--- config.mk ---
export PLATFORM = sky130hd
export DESIGN_NAME = result_collector_flat
export DESIGN_NICKNAME = d
export VERILOG_FILES = /design/src/rtl/result_collector_if.sv /design/src/rtl/result_collector.sv /design/src/flat_wrapper.sv
export SDC_FILE = /design/constraint.sdc
export NUM_CORES = 1
export LEC_CHECK = 0
export CORE_UTILIZATION = 30
export DETAILED_ROUTE_END_ITERATION = 16
export SYNTH_ARGS = -nofsm -noshare
export SYNTH_HDL_FRONTEND = slang
export SYNTH_SLANG_ARGS = --single-unit
--- constraint.sdc ---
create_clock -name clk -period 2.9 [get_ports clk]
set_clock_uncertainty 0.05 [all_clocks]
set_input_delay 0.29 -clock clk [delete_from_list [all_inputs] [get_ports clk]]
set_output_delay 0.29 -clock clk [all_outputs]
set_load 0.05 [all_outputs]
--- src/rtl/result_collector_if.sv ---
// Bundle of the batch-control, core-result and output-stream signals of the
// result collector. The collector uses the master modport; whoever feeds
// cores and sinks results uses the slave modport.
interface result_collector_if #(
  parameter int N     = 4,
  parameter int OUT_W = 32,
  parameter int IDX_W = 2
) ();
  logic                 start;
  logic [N-1:0]         core_done;
  logic [N*OUT_W-1:0]   core_value;
  logic                 out_valid;
  logic                 out_ready;
  logic [OUT_W-1:0]     out_data;
  logic [IDX_W-1:0]     out_idx;
  logic                 out_last;
  logic                 busy;
  logic                 batch_done;
  logic                 timeout;

  modport master (
    input  start, core_done, core_value, out_ready,
    output out_valid, out_data, out_idx, out_last, busy, batch_done, timeout
  );

  modport slave (
    output start, core_done, core_value, out_ready,
    input  out_valid, out_data, out_idx, out_last, busy, batch_done, timeout
  );
endinterface

--- src/rtl/result_collector.sv ---
// Collects one prediction per core for a batch (first done per core wins,
// any completion order), then streams the N results out in index order over
// valid/ready. A watchdog forces the drain if some core never reports, in
// which case the missing results read as zero and the sticky timeout is set.
module result_collector #(
  parameter int N       = 4,
  parameter int OUT_W   = 32,
  parameter int IDX_W   = 2,
  parameter int TIMEOUT = 1024
) (
  input  logic               clk,
  input  logic               rst,
  result_collector_if.master bus
);

  localparam int TW = (TIMEOUT > 2) ? $clog2(TIMEOUT) : 1;
  localparam logic [TW-1:0]    TIMER_MAX = TW'(TIMEOUT - 1);
  localparam logic [IDX_W-1:0] LAST_IDX  = IDX_W'(N - 1);

  typedef enum logic [1:0] {
    S_IDLE    = 2'd0,
    S_COLLECT = 2'd1,
    S_DRAIN   = 2'd2,
    S_FINISH  = 2'd3
  } state_t;

  state_t             state_reg;
  state_t             state_next;

  logic [N-1:0]       mask_reg;
  logic [OUT_W-1:0]   res_reg [N];
  logic [TW-1:0]      timer_reg;
  logic [IDX_W-1:0]   idx_reg;
  logic               timeout_reg;

  logic               start_ok;
  logic               collecting;
  logic [N-1:0]       new_cap;
  logic               all_done;
  logic               timer_exp;
  logic               accept;
  logic               at_last;

  // Shared decode used by the state machine and the datapath.
  assign start_ok   = (state_reg == S_IDLE) && bus.start;
  assign collecting = (state_reg == S_COLLECT);
  assign new_cap    = collecting ? (bus.core_done & ~mask_reg) : '0;
  assign all_done   = &(mask_reg | new_cap);
  assign timer_exp  = (timer_reg == TIMER_MAX);
  assign accept     = (state_reg == S_DRAIN) && bus.out_ready;
  assign at_last    = (idx_reg == LAST_IDX);

  // Per-core capture slot: a done only lands while the slot is still empty,
  // so later done pulses or value changes from that core are ignored.
  genvar gi;
  generate
    for (gi = 0; gi < N; gi++) begin : g_core
      logic             cap_reg;
      logic [OUT_W-1:0] val_reg;

      // Clear on reset or batch start, fill once on the first sampled done.
      always_ff @(posedge clk) begin
        if (rst) begin
          cap_reg <= 1'b0;
          val_reg <= '0;
        end else if (start_ok) begin
          cap_reg <= 1'b0;
          val_reg <= '0;
        end else if (new_cap[gi]) begin
          cap_reg <= 1'b1;
          val_reg <= bus.core_value[gi*OUT_W +: OUT_W];
        end
      end

      assign mask_reg[gi] = cap_reg;
      assign res_reg[gi]  = val_reg;
    end
  endgenerate

  // State register.
  always_ff @(posedge clk) begin
    if (rst) begin
      state_reg <= S_IDLE;
    end else begin
      state_reg <= state_next;
    end
  end

  // Next-state logic; a completed mask beats a simultaneous watchdog expiry
  // only in the timeout flag, both lead to DRAIN.
  always_comb begin
    state_next = state_reg;
    case (state_reg)
      S_IDLE: begin
        if (bus.start) state_next = S_COLLECT;
      end
      S_COLLECT: begin
        if (all_done || timer_exp) state_next = S_DRAIN;
      end
      S_DRAIN: begin
        if (accept && at_last) state_next = S_FINISH;
      end
      S_FINISH: begin
        state_next = S_IDLE;
      end
      default: begin
        state_next = S_IDLE;
      end
    endcase
  end

  // Watchdog timer counts COLLECT cycles from zero for each batch.
  always_ff @(posedge clk) begin
    if (rst) begin
      timer_reg <= '0;
    end else if (start_ok) begin
      timer_reg <= '0;
    end else if (collecting) begin
      timer_reg <= timer_reg + 1'b1;
    end
  end

  // Drain index: zero on entry to DRAIN, advances only on an accepted beat.
  always_ff @(posedge clk) begin
    if (rst) begin
      idx_reg <= '0;
    end else if (start_ok || collecting) begin
      idx_reg <= '0;
    end else if (accept && !at_last) begin
      idx_reg <= idx_reg + 1'b1;
    end
  end

  // Sticky timeout: set only when the watchdog fires with the mask still
  // incomplete after this cycle's captures; cleared by the next batch start.
  always_ff @(posedge clk) begin
    if (rst) begin
      timeout_reg <= 1'b0;
    end else if (start_ok) begin
      timeout_reg <= 1'b0;
    end else if (collecting && timer_exp && !all_done) begin
      timeout_reg <= 1'b1;
    end
  end

  // Outputs are pure decode of registered state, index and result slots.
  always_comb begin
    bus.out_valid  = (state_reg == S_DRAIN);
    bus.out_idx    = idx_reg;
    bus.out_last   = (state_reg == S_DRAIN) && at_last;
    bus.busy       = (state_reg != S_IDLE);
    bus.batch_done = (state_reg == S_FINISH);
    bus.timeout    = timeout_reg;
    bus.out_data   = '0;
    if (state_reg == S_DRAIN) begin
      for (int i = 0; i < N; i++) begin
        if (idx_reg == IDX_W'(i)) bus.out_data = res_reg[i];
      end
    end
  end

endmodule

--- src/flat_wrapper.sv ---
// flat-port wrapper written by rule: the top's interface ports become plain ports
module result_collector_flat 
#(
  parameter int N       = 4,
  parameter int OUT_W   = 32,
  parameter int IDX_W   = 2,
  parameter int TIMEOUT = 1024
)
  (clk, rst, bus_start, bus_core_done, bus_core_value, bus_out_ready, bus_out_valid, bus_out_data, bus_out_idx, bus_out_last, bus_busy, bus_batch_done, bus_timeout);
  result_collector_if #(.N(N), .OUT_W(OUT_W), .IDX_W(IDX_W)) bus_i ();
  input  logic clk;
  input  logic rst;
  input wire logic [$bits(bus_i.start)-1:0] bus_start;
  input wire logic [$bits(bus_i.core_done)-1:0] bus_core_done;
  input wire logic [$bits(bus_i.core_value)-1:0] bus_core_value;
  input wire logic [$bits(bus_i.out_ready)-1:0] bus_out_ready;
  output wire logic [$bits(bus_i.out_valid)-1:0] bus_out_valid;
  output wire logic [$bits(bus_i.out_data)-1:0] bus_out_data;
  output wire logic [$bits(bus_i.out_idx)-1:0] bus_out_idx;
  output wire logic [$bits(bus_i.out_last)-1:0] bus_out_last;
  output wire logic [$bits(bus_i.busy)-1:0] bus_busy;
  output wire logic [$bits(bus_i.batch_done)-1:0] bus_batch_done;
  output wire logic [$bits(bus_i.timeout)-1:0] bus_timeout;
  assign bus_i.start = bus_start;
  assign bus_i.core_done = bus_core_done;
  assign bus_i.core_value = bus_core_value;
  assign bus_i.out_ready = bus_out_ready;
  assign bus_out_valid = bus_i.out_valid;
  assign bus_out_data = bus_i.out_data;
  assign bus_out_idx = bus_i.out_idx;
  assign bus_out_last = bus_i.out_last;
  assign bus_busy = bus_i.busy;
  assign bus_batch_done = bus_i.batch_done;
  assign bus_timeout = bus_i.timeout;
  result_collector #(.N(N), .OUT_W(OUT_W), .IDX_W(IDX_W), .TIMEOUT(TIMEOUT)) u_core (.clk(clk), .rst(rst), .bus(bus_i));
endmodule
Word-level counts from Yosys, hierarchy flattened
Cells that the tools add are included.

cells by class
  add/sub/neg operators = 2
  equality and inequality tests = 10
  multiplexer cells = 10
  bitwise gates (word level) = 3
  reductions and logical operators = 18

operators by type and width
  kind                                           number
  two-way mux 32 bit                             5
  adder 10 x 1 -> 10 bit, second input constant  1
  == test 10 bit, second input constant          1
  == test 2 bit, second input constant           4
  case mux 2 bit (4 select lines)                1
  logical AND 1 bit                              7
  two-way mux 2 bit                              3
  AND 4 bit                                      1
  == test 2 x 1 -> 1 bit, second input constant  2
  zero test 2 bit                                2
  two-way mux 4 bit                              1
  != test 2 bit, second input constant           2
  NOT 4 bit                                      1
  bitwise OR 4 bit                               1
  AND reduction 4 bit                            1
  OR reduction 2 bit                             2
  AND reduction 3 bit                            1
  adder 2 x 1 -> 2 bit, second input constant    1
  zero test 1 bit                                2
  logical OR 1 bit                               2
  != test 2 x 1 -> 1 bit, second input constant  1
  nonzero test 2 bit                             1

storage, ports and cells
  register bits = 147
  input bits = 136

Logic depth before layout (Yosys ltp)
  depth after elaboration = 8
  gate-level depth with buffers = 9
  mapped depth without buffers = 6

Worst setup path before layout
No wires, ideal clock.

  path type = register -> output
  start point = register u_core.idx_reg[1] (netlist: u_core.bus.out_idx[1])
  end point = output bus_out_data[26]
  arrival = 2.877 ns
  required time = 2.560 ns
  slack = -0.317 ns
  cell stages (with the launch flop) = 9
  buffers on the path = 2
  cell sequence = dfxtp_1 inv_1 ha_1 buf_2 buf_4 and3b_1 a211oi_1 a211o_1 a21boi_0

between the ends
  longest elaborated chain between the ends = 6

RTL lines
  what                             line                     source
  start, declared                  result_collector.sv:33   logic [IDX_W-1:0] idx_reg;
  start signal, assigned           result_collector.sv:130  idx_reg <= idx_reg + 1'b1;
  zero test 2 bit                  result_collector.sv:157  if (idx_reg == IDX_W'(i)) bus.out_data = res_reg[i];
  two-way mux 32 bit (3 in a row)  result_collector.sv:157
  two-way mux 32 bit (*)           result_collector.sv:157
  two-way mux 32 bit (*)           result_collector.sv:155  if (state_reg == S_DRAIN) begin
  end, declared                    flat_wrapper.sv:18       output wire logic [$bits(bus_i.out_data)-1:0] bus_out_data;

Mark *: on every way between the ends. The rest lies on a longest branch, timed or not.

Worst setup path in the final report
  start point = register u_core.idx_reg[0] (netlist: u_core.bus.out_idx[0])
  end point = output bus_out_data[6]

Same word-level chain as after synthesis.

==> summary.md <==
| Metric | Value |
|---|---|
| Max Clock Freq | 0.360 GHz |
| Cell count after synthesis | about 890 |
| CTS Sinks | 147 |
| Die Ht | 152 microns |
| Root Buffer | clkbuf_16 |
| Vias per std cell | roughly 4.8 |
| Largest net degree at the start of global routing | 54 |
| Width of the die | 152 microns |
| CP Capture Type | primary output |
| Pwr/cell area | approximately 600 nW/um^2 |
| Setup CP Type | reg -> out |
| Layout Nets | 1173 |
| Htree depth | 4 |
| Hold slack final | 0.361 ns |
| # DRC | 0 |
| Worst Hold Class | in -> reg |
| Syn-to-layout area delta | 43.6% |
| Dominant cells by area after synthesis | dfxtp_1, nand2_1, a21oi_1 |
| CTS hold repair buffers | 0 |
| Global route total overflow | 0 |
| Reg2Reg Depth | 6 |
| Setup TNS Final | 0 ns |
| Worst skew pair latency | roughly 0.43 ns |
| FFs w/ async S/R, synth | 0% |
| DR WL/cell | 16.4 microns |
| # IOs | between 150 and 200 |
| Yosys top cell by area | dfxtp_1 |
| Worst vdd rail ir drop | 0.000616 V |
| Fill count | 2222 |
| Mapped Nets | 1037 |
| Worst-path clk slew | 0.07 ns |
| Dpl cells | 1289 |
| Finished Layout Cells | 1323 |
| Layout cells sized above 1 | 9.51% |
| Reg area | 2940 sq um |
| Total Power | 0.00596 W |
| Worst R2R End | u_core.state_reg[0] |
| Hold Vio Cnt, Final | 0 |
| Worst flop-to-flop path startpoint | u_core.bus.out_idx[1] |
| Syn Std Cell Area | slightly below 7000 sq um |
| Synthesized area per cell | 7.55 sq um |
| Num rows | 54 |
| LEAKAGE | 3.29 nW |
| Gpl congestion | between 0.8 and 0.9 |
| First DRT Iteration DRCs | 450 |
| Crit path to | bus_out_data[6] |
| Die area | 23000 sq um |
| CTS max path bufs | 2 |
| Final Max Slew Viols | 0 |
| Global-route wire length before repair | 33800 microns |
| Vias in the first global route | between 5000 and 6000 |
| Final critical-path required period | 2.77 ns |
| CP Launch Type | flop |
| Distinct cells, synth | 39 |
| Vias | 6385 |
| Antenna viol nets, final | 0 |
| DR pass1 iterations | 5 |
| Synth Register Bits | 147 |
| Final setup viols | 0 |
| Sequential area share after synthesis | 43.7% |
| Worst EP required | 2.56 ns |
| Worst-Margin Slew | 0.710 ns |
| Max FFs per register | 128 |
| Post-CTS Setup Bufs | 0 |
| Fin util | ~44% |
| Worst slew margin | 52.7% |
| Total CTS buffers | 17 |
| GRT Util Overall | 18.7% |
| Port Buffers | about 170 |
| CP Max Fanout | 33 |
| Synth warnings | 0 |
| Post-synth EDFFs | 0 |
| Post-synth top flop | dfxtp_1 |
| RSZ-0062 raised after global routing | no |
| Placeable Area | 21900 sq um |
| Tcrit/Tclk final | 95.7% |
| Yosys top cell area share | 43.7% |
| Worst Path Arrival | 2.43 ns |
| Critical Path Start | u_core.bus.out_idx[0] |
| Initial Utilization | between 30% and 40% |
| Post-Route WL | 21800 microns |
| Footprint of the multi-input gates | 3420 sq um |
| Detail Placement HPWL | 15500 microns |
| Initial antenna violation count | 2 |
| Reg2reg setup slack | 0.65 ns |
| Max-Cap Viols | 0 |
| Outcome | completed |
| TritonCTS clock tree | yes |
[critical path, cell delays in order (launching register included)]
cell	delay, ns
dfxtp_1	0.42
inv_1	0.15
ha_4	0.29
buf_12	0.21
buf_4	0.18
a211o_1	0.30
a21boi_1	0.28
buf_12	0.18
[through the flow]
stage                     cell area (sq um)  setup slack [ns]
after floorplan                        6730            0.0379
after global routing                   9670            0.0106
after global placement                 9050             0.493
after detailed placement               9050             0.469
after CTS                              9640            0.0226
final                                  9670             0.125
[Yosys cell counts (3+ instances only)]
| cell | n |
|---|---|
| buf_2 | 8 |
| dfxtp_1 | 147 |
| a211oi_1 | 33 |
| and3b_1 | 32 |
| xnor2_1 | 3 |
| buf_1 | 3 |
| ha_1 | 9 |
| a211o_1 | 32 |
| mux2i_1 | 3 |
| nand2_1 | 297 |
| inv_1 | 37 |
| nor3_1 | 3 |
| a21oi_1 | 135 |
| nand4_1 | 3 |
| a21boi_0 | 11 |
| xor2_1 | 5 |
| nor2_1 | 19 |
| or2_2 | 4 |
| a21boi_1 | 23 |
| clkbuf_1 | 61 |
[worst min-delay path by stage]
stage | to | startpoint | slack [ns] | cells past startpoint
6_report | u_core.g_core[0].val_reg[10] | bus_core_value[10] | 0.36 | 3
5_1_grt | u_core.g_core[3].val_reg[7] | bus_core_value[103] | 0.36 | 3
4_1_cts | u_core.g_core[3].val_reg[15] | bus_core_value[111] | 0.35 | 3
3_5_place_dp | u_core.g_core[2].val_reg[19] | u_core.g_core[2].val_reg[19] | 0.40 | 2
3_3_place_gp | u_core.g_core[3].val_reg[3] | u_core.g_core[3].val_reg[3] | 0.39 | 2
2_1_floorplan | u_core.state_reg[0] | rst | 0.31 | 1
[cell families (layout without fill, tap and decap cells)]
| family | after synthesis | after routing | synth area share, % |
|---|---|---|---|
| buf+inv | 111 | 260 | 6.41 |
| simple gates | 371 | 371 | 24.0 |
| compound gates | 243 | 243 | 22.7 |
| other cells | 0 | 2 | 0 |
| fa+ha+maj | 9 | 9 | 1.67 |
| xor+xnor | 8 | 8 | 1.04 |
| flops | 147 | 147 | 43.7 |
| mux | 3 | 3 | 0.446 |
[layout make-up]
cell class                      instances  area share, %
Sequential cell                       147           30.4
Antenna cell                            2         0.0517
Tap cell                              280           3.62
Inverter                               37           1.44
Multi-Input combinational cell        634           35.3
Timing Repair Buffer                  191           23.1
Clock inverter                         14           1.46
Clock buffer                           18           4.54
[power by group]
group | total (W) | switching, W | internal (W)
Combinational | 0.00150 | 0.000901 | 0.000595
Clock | 0.00217 | 0.000941 | 0.00123
Sequential | 0.00229 | 0.000111 | 0.00218
[layout by cell type, fill, tap and decap left out, types with 2 or more instances in the layout]
cell,Yosys,final
a211o_1,32,32
a211oi_1,33,32
a21boi_0,11,2
a21boi_1,23,30
a21boi_2,0,2
a21oi_1,135,135
and3_1,2,2
and3b_1,32,32
buf_12,0,36
buf_4,1,14
clkbuf_16,0,17
clkdlybuf4s50_1,0,140
clkinvlp_4,0,3
dfxtp_1,147,147
diode_2,0,2
ha_1,9,6
ha_4,0,2
inv_1,37,37
inv_6,0,6
inv_8,0,2
mux2i_1,3,3
nand2_1,297,297
nand2b_1,2,2
nand4_1,3,3
nor2_1,19,15
nor2_2,0,4
nor3_1,3,3
o21ai_0,2,2
o22a_1,2,2
or2_2,4,4
or3_1,2,2
xnor2_1,3,3
xor2_1,5,5
[per-layer routing]
metal / up-vias / part of all wire, % / track usage (%)
met2: 181 / 43 / 26.9
met4: 0 / 2.4 / 7.90
met5: - / 0 / 0
met1: 2932 / 50 / 26.8
met3: 26 / 5.0 / 3.76
li1: 3246 / - / -
[repair_timing]
item / in CTS / in global routing
gates resized for setup: 1 / 5
cloned: 0 / 0
setup endpoints to repair: 1 / 24
Power figures use the tool's default switching activity.
